===== config.mk =====
export PLATFORM = sky130hd
export DESIGN_NAME = mem_req_arbiter
export DESIGN_NICKNAME = d
export VERILOG_FILES = /design/src/rtl/mem_arb_pkg.sv /design/src/rtl/mem_req_arbiter.sv
export SDC_FILE = /design/constraint.sdc
export NUM_CORES = 1
export LEC_CHECK = 0
export ABC_AREA = 1
export BUFFER_PORTS_ARGS = -buffer_cell sky130_fd_sc_hd__buf_2
export CAP_MARGIN = 30
export CORE_MARGIN = 2
export CORE_UTILIZATION = 42
export CTS_CLUSTER_SIZE = 20
export DETAILED_ROUTE_END_ITERATION = 8
export PLACE_DENSITY_LB_ADDON = 0.12
export SLEW_MARGIN = 20
export SYNTH_ARGS = -nofsm -noshare
export SYNTH_HDL_FRONTEND = slang
export SYNTH_SLANG_ARGS = --single-unit

===== constraint.sdc =====
create_clock -name clk_in -period 1.4 [get_ports clk_in]
set_input_delay 0.14 -clock clk_in [delete_from_list [all_inputs] [get_ports clk_in]]
set_output_delay 0.14 -clock clk_in [all_outputs]
set_load 0.02 [all_outputs]

===== src/rtl/mem_arb_pkg.sv =====
// Shared types and constants for the memory request arbiter.
package mem_arb_pkg;

    typedef enum logic [0:0] {
        StIdle,
        StBusy
    } state_e;

    typedef enum logic [1:0] {
        OwnNone,
        OwnFetch,
        OwnLsb
    } owner_e;

    localparam logic [1:0] SZ_B = 2'b00;
    localparam logic [1:0] SZ_H = 2'b01;
    localparam logic [1:0] SZ_W = 2'b11;

    localparam logic [1:0] IO_TAG_DEFAULT = 2'b11;

endpackage


===== src/rtl/mem_req_arbiter.sv =====
// Shares the byte-serial memory controller port between the instruction fetcher and the
// load/store buffer: LSB priority with a fetch anti-starvation streak limit.
module mem_req_arbiter
    import mem_arb_pkg::*;
#(
    parameter int unsigned ADDR_W         = 32,
    parameter int unsigned LSB_STREAK_MAX = 3,
    parameter logic [1:0]  IO_TAG         = IO_TAG_DEFAULT
) (
    input  logic              clk_in,
    input  logic              rst_in,
    input  logic              rdy_in,
    input  logic              clear_in,
    input  logic              io_buffer_full,

    input  logic              if_req,
    input  logic [ADDR_W-1:0] if_addr,
    output logic              if_ready,
    output logic [31:0]       if_data,

    input  logic              ls_req,
    input  logic              ls_rnw,
    input  logic [1:0]        ls_size,
    input  logic [ADDR_W-1:0] ls_addr,
    input  logic [31:0]       ls_wdata,
    output logic              ls_ready,
    output logic [31:0]       ls_rdata,

    output logic              mc_start,
    output logic              mc_rnw,
    output logic [1:0]        mc_size,
    output logic [ADDR_W-1:0] mc_addr,
    output logic [31:0]       mc_wdata,
    input  logic              mc_done,
    input  logic [31:0]       mc_rdata
);

    localparam int unsigned STREAK_W =
        (LSB_STREAK_MAX > 0) ? $clog2(LSB_STREAK_MAX + 1) : 1;
    localparam logic [STREAK_W-1:0] STREAK_MAX_V = STREAK_W'(LSB_STREAK_MAX);

    state_e              state_q, state_d;
    owner_e              owner_q, owner_d;
    logic [STREAK_W-1:0] streak_q, streak_d;
    logic                squash_q, squash_d;

    logic                mc_start_q, mc_start_d;
    logic                mc_rnw_q, mc_rnw_d;
    logic [1:0]          mc_size_q, mc_size_d;
    logic [ADDR_W-1:0]   mc_addr_q, mc_addr_d;
    logic [31:0]         mc_wdata_q, mc_wdata_d;

    logic                if_ready_q, if_ready_d;
    logic                ls_ready_q, ls_ready_d;
    logic [31:0]         if_data_q, if_data_d;
    logic [31:0]         ls_rdata_q, ls_rdata_d;

    logic                ls_eligible;
    logic                if_eligible;
    logic                fetch_wins;
    logic                lsb_wins;

    // IO-region stores wait until the UART buffer has room.
    assign ls_eligible = ls_req &&
        !(!ls_rnw && (ls_addr[17:16] == IO_TAG) && io_buffer_full);
    assign if_eligible = if_req && !clear_in;
    assign fetch_wins  = if_eligible && (!ls_eligible || (streak_q == STREAK_MAX_V));
    assign lsb_wins    = ls_eligible && !fetch_wins;

    always_comb begin
        state_d    = state_q;
        owner_d    = owner_q;
        streak_d   = streak_q;
        squash_d   = squash_q;
        mc_start_d = 1'b0;
        mc_rnw_d   = mc_rnw_q;
        mc_size_d  = mc_size_q;
        mc_addr_d  = mc_addr_q;
        mc_wdata_d = mc_wdata_q;
        if_ready_d = 1'b0;
        ls_ready_d = 1'b0;
        if_data_d  = if_data_q;
        ls_rdata_d = ls_rdata_q;

        unique case (state_q)
            StIdle: begin
                if (fetch_wins) begin
                    mc_start_d = 1'b1;
                    mc_rnw_d   = 1'b1;
                    mc_size_d  = SZ_W;
                    mc_addr_d  = if_addr;
                    mc_wdata_d = 32'h0;
                    owner_d    = OwnFetch;
                    streak_d   = '0;
                    state_d    = StBusy;
                end else if (lsb_wins) begin
                    mc_start_d = 1'b1;
                    mc_rnw_d   = ls_rnw;
                    mc_size_d  = ls_size;
                    mc_addr_d  = ls_addr;
                    mc_wdata_d = ls_rnw ? 32'h0 : ls_wdata;
                    owner_d    = OwnLsb;
                    state_d    = StBusy;
                    // Streak only counts LSB grants that made a waiting fetch wait.
                    if (!if_req) begin
                        streak_d = '0;
                    end else if (streak_q != STREAK_MAX_V) begin
                        streak_d = streak_q + 1'b1;
                    end
                end
            end
            StBusy: begin
                if (clear_in && (owner_q == OwnFetch)) begin
                    squash_d = 1'b1;
                end
                if (mc_done) begin
                    if (owner_q == OwnFetch) begin
                        if_data_d  = mc_rdata;
                        if_ready_d = !(squash_q || clear_in);
                    end else if (owner_q == OwnLsb) begin
                        ls_rdata_d = mc_rdata;
                        ls_ready_d = 1'b1;
                    end
                    squash_d = 1'b0;
                    owner_d  = OwnNone;
                    state_d  = StIdle;
                end
            end
            default: state_d = StIdle;
        endcase
    end

    always_ff @(posedge clk_in) begin
        if (rst_in) begin
            state_q    <= StIdle;
            owner_q    <= OwnNone;
            streak_q   <= '0;
            squash_q   <= 1'b0;
            mc_start_q <= 1'b0;
            mc_rnw_q   <= 1'b0;
            mc_size_q  <= 2'b00;
            mc_addr_q  <= '0;
            mc_wdata_q <= 32'h0;
            if_ready_q <= 1'b0;
            ls_ready_q <= 1'b0;
            if_data_q  <= 32'h0;
            ls_rdata_q <= 32'h0;
        end else if (rdy_in) begin
            state_q    <= state_d;
            owner_q    <= owner_d;
            streak_q   <= streak_d;
            squash_q   <= squash_d;
            mc_start_q <= mc_start_d;
            mc_rnw_q   <= mc_rnw_d;
            mc_size_q  <= mc_size_d;
            mc_addr_q  <= mc_addr_d;
            mc_wdata_q <= mc_wdata_d;
            if_ready_q <= if_ready_d;
            ls_ready_q <= ls_ready_d;
            if_data_q  <= if_data_d;
            ls_rdata_q <= ls_rdata_d;
        end
    end

    assign mc_start = mc_start_q;
    assign mc_rnw   = mc_rnw_q;
    assign mc_size  = mc_size_q;
    assign mc_addr  = mc_addr_q;
    assign mc_wdata = mc_wdata_q;
    assign if_ready = if_ready_q;
    assign ls_ready = ls_ready_q;
    assign if_data  = if_data_q;
    assign ls_rdata = ls_rdata_q;

endmodule


# [Word-level counts from Yosys, hierarchy flattened]
# Cells that the tools add are included.
[totals] inputBits=139 wordCells=78 register_bits=140 output_inout_bits=134
[op_classes] n_eq_ne=8 bitwise_logic=2 n_mux=31 n_reduce_logical=23 n_addsub=1
[ops] operator="two-way mux 32 bit" n=5
[ops] operator="two-way mux 2 bit" n=9
[ops] operator="two-way mux 1 bit" n=15
[ops] operator="AND reduction 3 bit" n=3
[ops] operator="AND reduction 4 bit" n=2
[ops] operator="logical AND 1 bit" n=7
[ops] operator="== test 2 bit, second input constant" n=3
[ops] operator="logical NOT 1 bit" n=6
[ops] operator="AND reduction 5 bit" n=1
[ops] operator="inequality test 2 bit, second input constant" n=2
[ops] operator="case mux 2 bit (2 select lines)" n=1
[ops] operator="nonzero test 2 bit" n=2
[ops] operator="inequality test 3 x 1 -> 1 bit, second input constant" n=1
[ops] operator="inequality test 3 bit, second input constant" n=1
[ops] operator="adder 2 x 1 -> 2 bit, second input constant" n=1
[ops] operator="== test 2 x 1 -> 1 bit, second input constant" n=1
[ops] operator="logical OR 1 bit" n=2
[ops] operator="NOT 1 bit" n=2
[ops] operator="case mux 1 bit (2 select lines)" n=1

# [Depth between registers and ports, before layout]
# Gate-level depths: netlist (run 1).
[logic_depth] ltp_word=13 depth_mapped=11 mapped_depth_nobuf=10

# [Least setup slack after synthesis (run 1)]
# Ideal clock, no wire load.
[synth_timing] kind="reg-to-reg" start="register streak_q[0]" end="register mc_wdata_q[13], in the netlist mc_wdata[13]" stages_incl_launch_ff=9 setup_ns=0.132 path_slack_ns=0.072 required_ns=1.268 synth_period_minus_slack_ns=1.328 arrival_ns=1.196 path_buffers=2 cell_sequence="dfxtp_1 -> ha_1 -> inv_1 -> nand3_1 -> buf_4 -> clkbuf_1 -> a21oi_1 -> nand2_1 -> a21oi_1"
[synth_between] elab_chain_cells=7 elab_cells_between_ends=8 classes_between="1 x eq/ne; 1 x mux; 6 x reduce/logical"
[synth_rtl] item="start, declared" line_no="mem_req_arbiter.sv:44" source="logic [STREAK_W-1:0] streak_q, streak_d;"
[synth_rtl] item="start signal, assigned" line_no="mem_req_arbiter.sv:151" source="streak_q <= streak_d;"
[synth_rtl] item="== test 2 bit *" line_no="mem_req_arbiter.sv:67" source="assign fetch_wins = if_eligible && (!ls_eligible || (streak_q == STREAK_MAX_V));"
[synth_rtl] item="logical OR 1 bit *" line_no="mem_req_arbiter.sv:67"
[synth_rtl] item="logical AND 1 bit *" line_no="mem_req_arbiter.sv:67"
[synth_rtl] item="logical NOT 1 bit" line_no="mem_req_arbiter.sv:68" source="assign lsb_wins = ls_eligible && !fetch_wins;"
[synth_rtl] item="logical AND 1 bit" line_no="mem_req_arbiter.sv:68"
[synth_rtl] item="nonzero test 2 bit (no source line)"
[synth_rtl] item="AND reduction 3 bit (no source line)"
[synth_rtl] item="end signal, assigned" line_no="mem_req_arbiter.sv:157" source="mc_wdata_q <= mc_wdata_d;"
[synth_rtl] item="end, declared" line_no="mem_req_arbiter.sv:51" source="logic [31:0] mc_wdata_q, mc_wdata_d;"
# Every way passes the cells marked *; elsewhere a longest branch is shown, timed or not.
# A chain may end at the register's enable or synchronous reset.

# [Worst setup path after layout (run 1)]
[layout_timing] start="register streak_q[1]" end="register mc_addr_q[23], in the netlist mc_addr[23]"
[layout_between] elab_chain_cells=7 elab_cells_between_ends=8 classes_between="1 x eq/ne; 1 x mux; 6 x reduce/logical"
[layout_rtl] item="== test 2 bit *" line_no="mem_req_arbiter.sv:67"
[layout_rtl] item="logical OR 1 bit *" line_no="mem_req_arbiter.sv:67"
[layout_rtl] item="logical AND 1 bit *" line_no="mem_req_arbiter.sv:67"
[layout_rtl] item="logical NOT 1 bit" line_no="mem_req_arbiter.sv:68"
[layout_rtl] item="logical AND 1 bit" line_no="mem_req_arbiter.sv:68"
[layout_rtl] item="nonzero test 2 bit (no source line)"
[layout_rtl] item="AND reduction 3 bit (no source line)"
[layout_rtl] item="end signal, assigned" line_no="mem_req_arbiter.sv:156" source="mc_addr_q <= mc_addr_d;"
[layout_rtl] item="end, declared" line_no="mem_req_arbiter.sv:50" source="logic [ADDR_W-1:0] mc_addr_q, mc_addr_d;"
# Marked as above.

==> impl_metrics.prom, run 1 <==
# TYPE chip_impl_metric gauge
chip_impl_info{name="cp-start-kind",value="flip-flop"} 1
chip_impl_metric{name="peakVddDrop",unit="V"} 0.0007333
chip_impl_metric{name="power.share.combinational",unit=""} 0.119
chip_impl_metric{name="clock_latency",unit="ns"} 0.41
chip_impl_metric{name="critPathRequiredTime",unit="ns"} 1.74
chip_impl_metric{name="drt-initial-drc-count",unit=""} 345
chip_impl_metric{name="grt_max_degree",unit=""} 71
chip_impl_metric{name="viasPerCell",unit=""} 4.746
chip_impl_metric{name="skew",unit="ns"} 0.005503
chip_impl_metric{name="total_switching_power",unit="mW"} 2.456
chip_impl_metric{name="synth_area_per_cell",unit="um^2"} 6.971
chip_impl_info{name="cts-root-buf",value="clkbuf_16"} 1
chip_impl_metric{name="maxClockFrequency",unit="MHz"} 752.3
chip_impl_metric{name="floorplan.core_area",unit="mm^2"} 0.01330
chip_impl_metric{name="post-cts-setup-buffer-count",unit=""} 0
chip_impl_info{name="layout.cells.most_common_list",value="272 x buf_2, 237 x nand2_1, 141 x nor2_1, 138 x dfxtp_1, 100 x a21oi_1"} 1
chip_impl_metric{name="critPathBufInv",unit=""} 2
chip_impl_metric{name="grt_remaining_overflow",unit=""} 0
chip_impl_info{name="crit_chain",value="ha_4 -> inv_2 -> nand3_4 -> nand2_8 -> clkbuf_16 -> nand2_1 -> nand2_1 -> nand2_1 -> a21oi_1"} 1
chip_impl_metric{name="synth.net_count",unit=""} 961
chip_impl_info{name="cts_tree",value="built"} 1
chip_impl_metric{name="htreeDepth",unit=""} 4
chip_impl_metric{name="cts_inserted_buffers",unit=""} 17
chip_impl_metric{name="layout_worst_path_cycle_share",unit=""} 0.9495
chip_impl_info{name="class_of_the_most_critical_setup_path",value="reg -> reg"} 1
chip_impl_metric{name="floorplan.die_area",unit="mm^2"} 0.01458
chip_impl_info{name="path_common_cell",value="nand2_1"} 1
chip_impl_metric{name="areaGrowthSynthToFinish",unit="%"} 49.10
chip_impl_metric{name="place.detailed.hpwl",unit="um"} 11370
chip_impl_metric{name="largest_stage_delay_worst_path",unit="ns"} 0.33
chip_impl_metric{name="synth.yosys.warnings",unit=""} 0
chip_impl_metric{name="antenna_found_initial",unit=""} 0
chip_impl_metric{name="maxSlewViolCount",unit=""} 0
chip_impl_metric{name="total_inserted_antenna_cells",unit=""} 0
chip_impl_metric{name="fill_cells",unit=""} 1233
chip_impl_metric{name="clock_power_share",unit=""} 0.493
chip_impl_metric{name="final_hold_viol_count",unit=""} 0
chip_impl_metric{name="synth_area",unit="mm^2"} 0.005723
chip_impl_metric{name="critical_path_peak_fanout",unit=""} 8
chip_impl_metric{name="seq_power_share",unit=""} 0.388
chip_impl_metric{name="route.detailed.wl_per_inst",unit="um"} 13.40
chip_impl_metric{name="starting_utilization_of_the_core_area",unit=""} 0.4305
chip_impl_info{name="worst_path_dominant_cell_family",value="simple AND/OR/NAND/NOR gates"} 1
chip_impl_metric{name="totalPowerFinal",unit="mW"} 10.72
chip_impl_metric{name="power.static_leakage",unit="nW"} 4.217
chip_impl_metric{name="die_height",unit="um"} 120.7
chip_impl_metric{name="dr_total_vias",unit=""} 6174
chip_impl_metric{name="synth_cell_types",unit=""} 18
chip_impl_metric{name="cap_viol_max_count",unit=""} 0
chip_impl_metric{name="ioPinCount",unit=""} 273
chip_impl_metric{name="firstDrtPassIters",unit=""} 4
chip_impl_info{name="run_status",value="finished, final reports clean"} 1
chip_impl_metric{name="buffer_ports.inserted",unit=""} 272
chip_impl_metric{name="period_minus_slack",unit="ns"} 1.329
chip_impl_metric{name="power-per-cell-area",unit="mW/mm^2"} 1256
chip_impl_metric{name="die_w",unit="um"} 120.7
chip_impl_metric{name="cts.reportedPaths.clkPinSlew",unit="ns"} 0.06
chip_impl_metric{name="drive_above_1_share",unit=""} 0.3164
chip_impl_info{name="most_common_library_cell_in_the_layout_ignoring_fill_and_taps",value="buf_2"} 1
chip_impl_metric{name="global_route_wire_length_before_repair",unit="um"} 26770
chip_impl_metric{name="drc",unit=""} 0
chip_impl_metric{name="worstPathArrival",unit="ns"} 1.67
chip_impl_info{name="min-delay-path-class",value="in -> reg"} 1
chip_impl_metric{name="ant_nets",unit=""} 0
chip_impl_metric{name="worst_pin_slew",unit="ns"} 0.3163
chip_impl_metric{name="report.final.setup_viol",unit=""} 0
chip_impl_info{name="critPathSlowestCell",value="dfxtp_2"} 1
chip_impl_metric{name="wl",unit="um"} 17430
chip_impl_metric{name="max-clock-path-buffers",unit=""} 2
chip_impl_metric{name="p_int",unit="mW"} 8.260
chip_impl_metric{name="synth_cells",unit=""} 821
chip_impl_metric{name="layout.nets",unit=""} 1252
chip_impl_metric{name="netSwitchingFraction",unit=""} 0.2292
chip_impl_metric{name="synth-seq-area-share",unit=""} 0.4897
chip_impl_info{name="end_kind",value="flip-flop"} 1
chip_impl_metric{name="synth_seq_cells",unit=""} 140
chip_impl_metric{name="globalRouteTotalUtil",unit=""} 0.2285
chip_impl_info{name="rsz0062_at_grt",value="yes"} 1
chip_impl_metric{name="gp_routability_congestion",unit=""} 0.7841
chip_impl_metric{name="slew_headroom",unit=""} 0.7891
chip_impl_metric{name="core.rowCount",unit=""} 42
chip_impl_metric{name="worst_hold_slack",unit="ns"} 0.03194
chip_impl_metric{name="numClockSinks",unit=""} 140
chip_impl_metric{name="grt_pass1_vias",unit=""} 5477
[per-stage QoR]
step	cells	instance area, um^2	TNS, ns	worst slack (ns)	util
after floorplan	821	5723	0	0.07212	-
after global placement	1232	7331	0	0.02138	0.5514
after detailed placement	1232	7331	-0.02186	-0.02186	0.5514
after CTS	1298	8372	0	0.01600	0.6297
after global routing	1301	8533	-0.2583	-0.01890	0.6418
final	1301	8533	0	0.07070	0.6418
[flip-flops by register name (all words and copies together) (netlist names), 2 cells and up]
register	count
mc_addr	32
ls_rdata	32
mc_wdata	32
streak_q	2
mc_size	2
owner_q	2
if_data	32
[worst register-to-register path: cells and delay by family (launching register included)]
family / cells / cell delay (ns)
fa+ha+maj: 1 / 0.16
buf+inv: 2 / 0.23
compound gates: 1 / 0.12
simple gates: 5 / 0.41
flops: 1 / 0.33
[cells in the mapped netlist (all sizes together)]
master | count | area, um^2
inv | 19 | 71.32
clkbuf | 27 | 101.4
o21ai | 66 | 330.3
a21oi | 103 | 515.5
nand2 | 247 | 932.1
nand4 | 2 | 12.51
nand3 | 39 | 205.2
dfxtp | 140 | 2803
nor2 | 143 | 544.3
ha | 1 | 12.51
buf | 34 | 195.2
[power groups by stage]
stage,registers [mW],logic [mW],clock network (mW)
6_report,4.16,1.27,5.28
2_1_floorplan,4.37,0.528,0
3_3_place_gp,4.24,1.14,0
3_5_place_dp,4.24,1.14,0
5_1_grt,4.17,1.41,5.53
4_1_cts,4.16,1.22,5.37
[cell type report]
cell class              instances  area [um^2]  area share
flip-flops and latches        140         2805      0.3287
clock buffers                  21        460.4     0.05396
inverters                      19        73.82    0.008651
repair buffers                333         2101      0.2462
clock inverters                11        237.7     0.02786
well taps                     176        220.2     0.02581
multi-input cells             601         2635      0.3088
[cells by family after synthesis]
logic type                 synth area share
DFF                                  0.4897
adders and majority gates          0.002186
and+or+nand+nor                      0.2960
AOI/OAI and AO/OA                    0.1478
buffers and inverters               0.06428
[final timing paths]
path / slack (ns) / cells after the start / end / startpoint
worst max register to register: 0.07 / 9 / mc_addr[23] / streak_q[1]
worst min-delay path: 0.03 / 3 / squash_q / clear_in
worst max-delay path: 0.07 / 9 / mc_addr[23] / streak_q[1]
worst min register to register: 0.46 / 2 / squash_q / squash_q
[metal layers]
metal,track usage,part of all wire
met1,0.2899,0.44
met2,0.3655,0.47
met3,0.06509,0.069
met4,0.09230,0.023
met5,0,0
[timing repair]
item                                    CTS  global route
endpoints found under the setup margin   15            69
gates cloned                              0             3
resized for setup                         1            28
hold buffers                             34             0
endpoints found under the hold margin    62             0
pin swaps                                 0            11
Power figures use the tool's default switching activity.
==> run 2, diff against run 1 <==
==> constraint.sdc (replaced) <==
create_clock -name clk_in -period 1.2 [get_ports clk_in]
set_input_delay 0.12 -clock clk_in [delete_from_list [all_inputs] [get_ports clk_in]]
set_output_delay 0.12 -clock clk_in [all_outputs]
set_load 0.02 [all_outputs]
==> run 2 against run 1 <==
  * Count of clock-buffer cells in the layout is 3 lower
  * Non-clock buffer count is 25 higher
  * Total power is 15% higher
  * Die area stayed put
  * Register-to-register slack worse by 0.30 ns
  * Global-route usage is 1.7 points higher
  * Critical path type unchanged
  * Cell count is 2.1% higher
  * Sequential share of layout area is 2.5 points lower
  * Combinational power is 35% higher
  * Largest power group unchanged
  * Worst hold slack worse by 0.0042 ns
  * Via count is 5.0% higher
  * The run now ends with negative setup slack left
==> impl_metrics.prom, run 2 (synthesized netlist as in run 1, its figures left out) <==
# TYPE chip_impl_metric gauge
chip_impl_metric{name="firstDrtPassIters",unit=""} 5
chip_impl_metric{name="die_w",unit="um"} 120.7
chip_impl_metric{name="period_minus_slack",unit="ns"} 1.426
chip_impl_info{name="rsz0062_at_grt",value="yes"} 1
chip_impl_metric{name="antenna_found_initial",unit=""} 2
chip_impl_metric{name="maxSlewViolCount",unit=""} 0
chip_impl_metric{name="cap_viol_max_count",unit=""} 0
chip_impl_metric{name="grt_pass1_vias",unit=""} 5987
chip_impl_info{name="failed_checks",value="negative setup slack"} 1
chip_impl_metric{name="viasPerCell",unit=""} 4.883
chip_impl_metric{name="peakVddDrop",unit="V"} 0.001164
chip_impl_metric{name="wl",unit="um"} 19160
chip_impl_metric{name="globalRouteTotalUtil",unit=""} 0.2452
chip_impl_metric{name="ant_nets",unit=""} 0
chip_impl_metric{name="drive_above_1_share",unit=""} 0.4078
chip_impl_metric{name="final_area",unit="mm^2"} 0.009244
chip_impl_metric{name="drc",unit=""} 0
chip_impl_metric{name="layout.nets",unit=""} 1277
chip_impl_metric{name="critPathRequiredTime",unit="ns"} 1.55
chip_impl_metric{name="clock_power_share",unit=""} 0.469
chip_impl_metric{name="slew_headroom",unit=""} 0.6676
chip_impl_metric{name="floorplan.die_area",unit="mm^2"} 0.01458
chip_impl_metric{name="ioPinCount",unit=""} 273
chip_impl_info{name="end_kind",value="flip-flop"} 1
chip_impl_metric{name="worstPathArrival",unit="ns"} 1.77
chip_impl_metric{name="core.rowCount",unit=""} 42
chip_impl_metric{name="power.share.combinational",unit=""} 0.138
chip_impl_metric{name="die_height",unit="um"} 120.7
chip_impl_info{name="class_of_the_most_critical_setup_path",value="reg -> reg"} 1
chip_impl_metric{name="worst_hold_slack",unit="ns"} 0.02775
chip_impl_metric{name="power-per-cell-area",unit="mW/mm^2"} 1338
chip_impl_info{name="min-delay-path-class",value="in -> reg"} 1
chip_impl_metric{name="final_hold_viol_count",unit=""} 0
chip_impl_metric{name="starting_utilization_of_the_core_area",unit=""} 0.4305
chip_impl_metric{name="buffer_ports.inserted",unit=""} 272
chip_impl_metric{name="totalPowerFinal",unit="mW"} 12.37
chip_impl_metric{name="floorplan.core_area",unit="mm^2"} 0.01330
chip_impl_metric{name="fill_cells",unit=""} 1150
chip_impl_metric{name="worst_pin_slew",unit="ns"} 0.4986
chip_impl_metric{name="multi_input_area",unit="mm^2"} 0.002980
chip_impl_info{name="cts-root-buf",value="clkbuf_16"} 1
chip_impl_info{name="run_status",value="complete, but fails checks"} 1
chip_impl_metric{name="seq_power_share",unit=""} 0.393
chip_impl_info{name="cts_tree",value="built"} 1
chip_impl_metric{name="postPlaceCellArea",unit="mm^2"} 0.007555
chip_impl_metric{name="netSwitchingFraction",unit=""} 0.2493
chip_impl_metric{name="grt_max_degree",unit=""} 71
chip_impl_metric{name="layout.area.seq",unit="mm^2"} 0.002811
chip_impl_metric{name="critical_path_peak_fanout",unit=""} 6
chip_impl_metric{name="drt-initial-drc-count",unit=""} 361
chip_impl_metric{name="power.static_leakage",unit="nW"} 4.432
chip_impl_metric{name="skew",unit="ns"} 0.007787
chip_impl_info{name="most_common_library_cell_in_the_layout_ignoring_fill_and_taps",value="buf_2"} 1
chip_impl_metric{name="clock_latency",unit="ns"} 0.42
chip_impl_metric{name="report.final.setup_viol",unit=""} 72
chip_impl_metric{name="cts_inserted_buffers",unit=""} 17
chip_impl_metric{name="max-clock-path-buffers",unit=""} 2
chip_impl_metric{name="dr_total_vias",unit=""} 6485
chip_impl_metric{name="htreeDepth",unit=""} 4
chip_impl_metric{name="place.detailed.hpwl",unit="um"} 12030
chip_impl_metric{name="p_int",unit="mW"} 9.286
chip_impl_metric{name="cts.reportedPaths.clkPinSlew",unit="ns"} 0.06
chip_impl_metric{name="route.detailed.wl_per_inst",unit="um"} 14.43
chip_impl_metric{name="total_switching_power",unit="mW"} 3.083
chip_impl_info{name="layout.cells.most_common_list",value="272 x buf_2, 240 x nand2_1, 135 x dfxtp_1, 108 x nor2_1, 67 x a21oi_1"} 1
chip_impl_metric{name="global_route_wire_length_before_repair",unit="um"} 28610
chip_impl_metric{name="gp_routability_congestion",unit=""} 0.7953
chip_impl_metric{name="areaGrowthSynthToFinish",unit="%"} 61.52
chip_impl_info{name="cp-start-kind",value="flip-flop"} 1
chip_impl_metric{name="grt_remaining_overflow",unit=""} 0
chip_impl_metric{name="layout_worst_path_cycle_share",unit=""} 1.189
chip_impl_metric{name="numClockSinks",unit=""} 140
chip_impl_metric{name="maxClockFrequency",unit="MHz"} 701.1
chip_impl_metric{name="post_route_worst_setup_slack",unit="ns"} -0.2264
-- run 2: cell count changes in the layout (fill, tap and decap cells not counted), sizes merged --
cell,change
buf,+22
bufinv,-2
clkinvlp,+2
diode,+2
inv,+2
clkinv,+1
-- run 2: routing by layer --
layer | GRT usage | part of all wire | up-vias
met5 | 0 | 0 | -
met4 | 0.08648 | 0.025 | 0
li1 | - | - | 3267
met1 | 0.2873 | 0.42 | 2931
met3 | 0.07028 | 0.071 | 41
met2 | 0.4266 | 0.49 | 246
-- run 2: repair_timing --
| action | CTS | global route |
|---|---|---|
| gates resized for setup | 12 | 135 |
| pin swaps | 0 | 31 |
| setup buffers | 1 | 7 |
| cloned | 1 | 8 |
| endpoints found under the hold margin | 66 | 0 |
| hold buffers | 34 | 0 |
| endpoints found under the setup margin | 79 | 134 |
-- run 2: stage by stage --
step / TNS [ns] / std cells / utilization / setup slack (ns)
final: -9.514 / 1328 / 0.6953 / -0.2264
after floorplan: -0.5316 / 821 / - / -0.02430
after global routing: -15.20 / 1327 / 0.6951 / -0.2914
after global placement: -11.51 / 1243 / 0.5682 / -0.2422
after detailed placement: -12.49 / 1243 / 0.5682 / -0.2666
after CTS: -9.327 / 1311 / 0.6498 / -0.1841
-- run 2: critical path: stages (launching register included) --
cell	delay [ns]
dfxtp_2	0.33
ha_4	0.15
inv_2	0.06
nand3_4	0.15
buf_12	0.18
clkbuf_16	0.15
a21oi_2	0.14
nand2_1	0.06
a21oi_1	0.13
-- run 2: final timing paths --
check | startpoint | endpoint | slack [ns] | depth (start not counted)
worst max register to register | streak_q[0] | mc_wdata[26] | -0.23 | 8
worst max-delay path | streak_q[0] | mc_wdata[26] | -0.23 | 8
worst min-delay path | rdy_in | state_q | 0.03 | 3
worst min register to register | mc_wdata[26] | mc_wdata[26] | 0.46 | 2
-- run 2: power groups by stage --
stage	registers, mW	clock network (mW)	logic (mW)
finish	4.86	5.80	1.71
global route	4.87	6.07	1.86
CTS	4.86	5.87	1.56
detailed placement	4.95	0	1.42
global placement	4.95	0	1.42
floorplan	5.10	0	0.695
-- run 2: final cells by class --
class                   instances  area share
diodes                          2   0.0005414
clock buffers                  18     0.04751
clock inverters                14     0.02328
inverters                      19    0.009881
multi-input cells             601      0.3224
flip-flops and latches        140      0.3041
well taps                     176     0.02382
repair buffers                358      0.2684
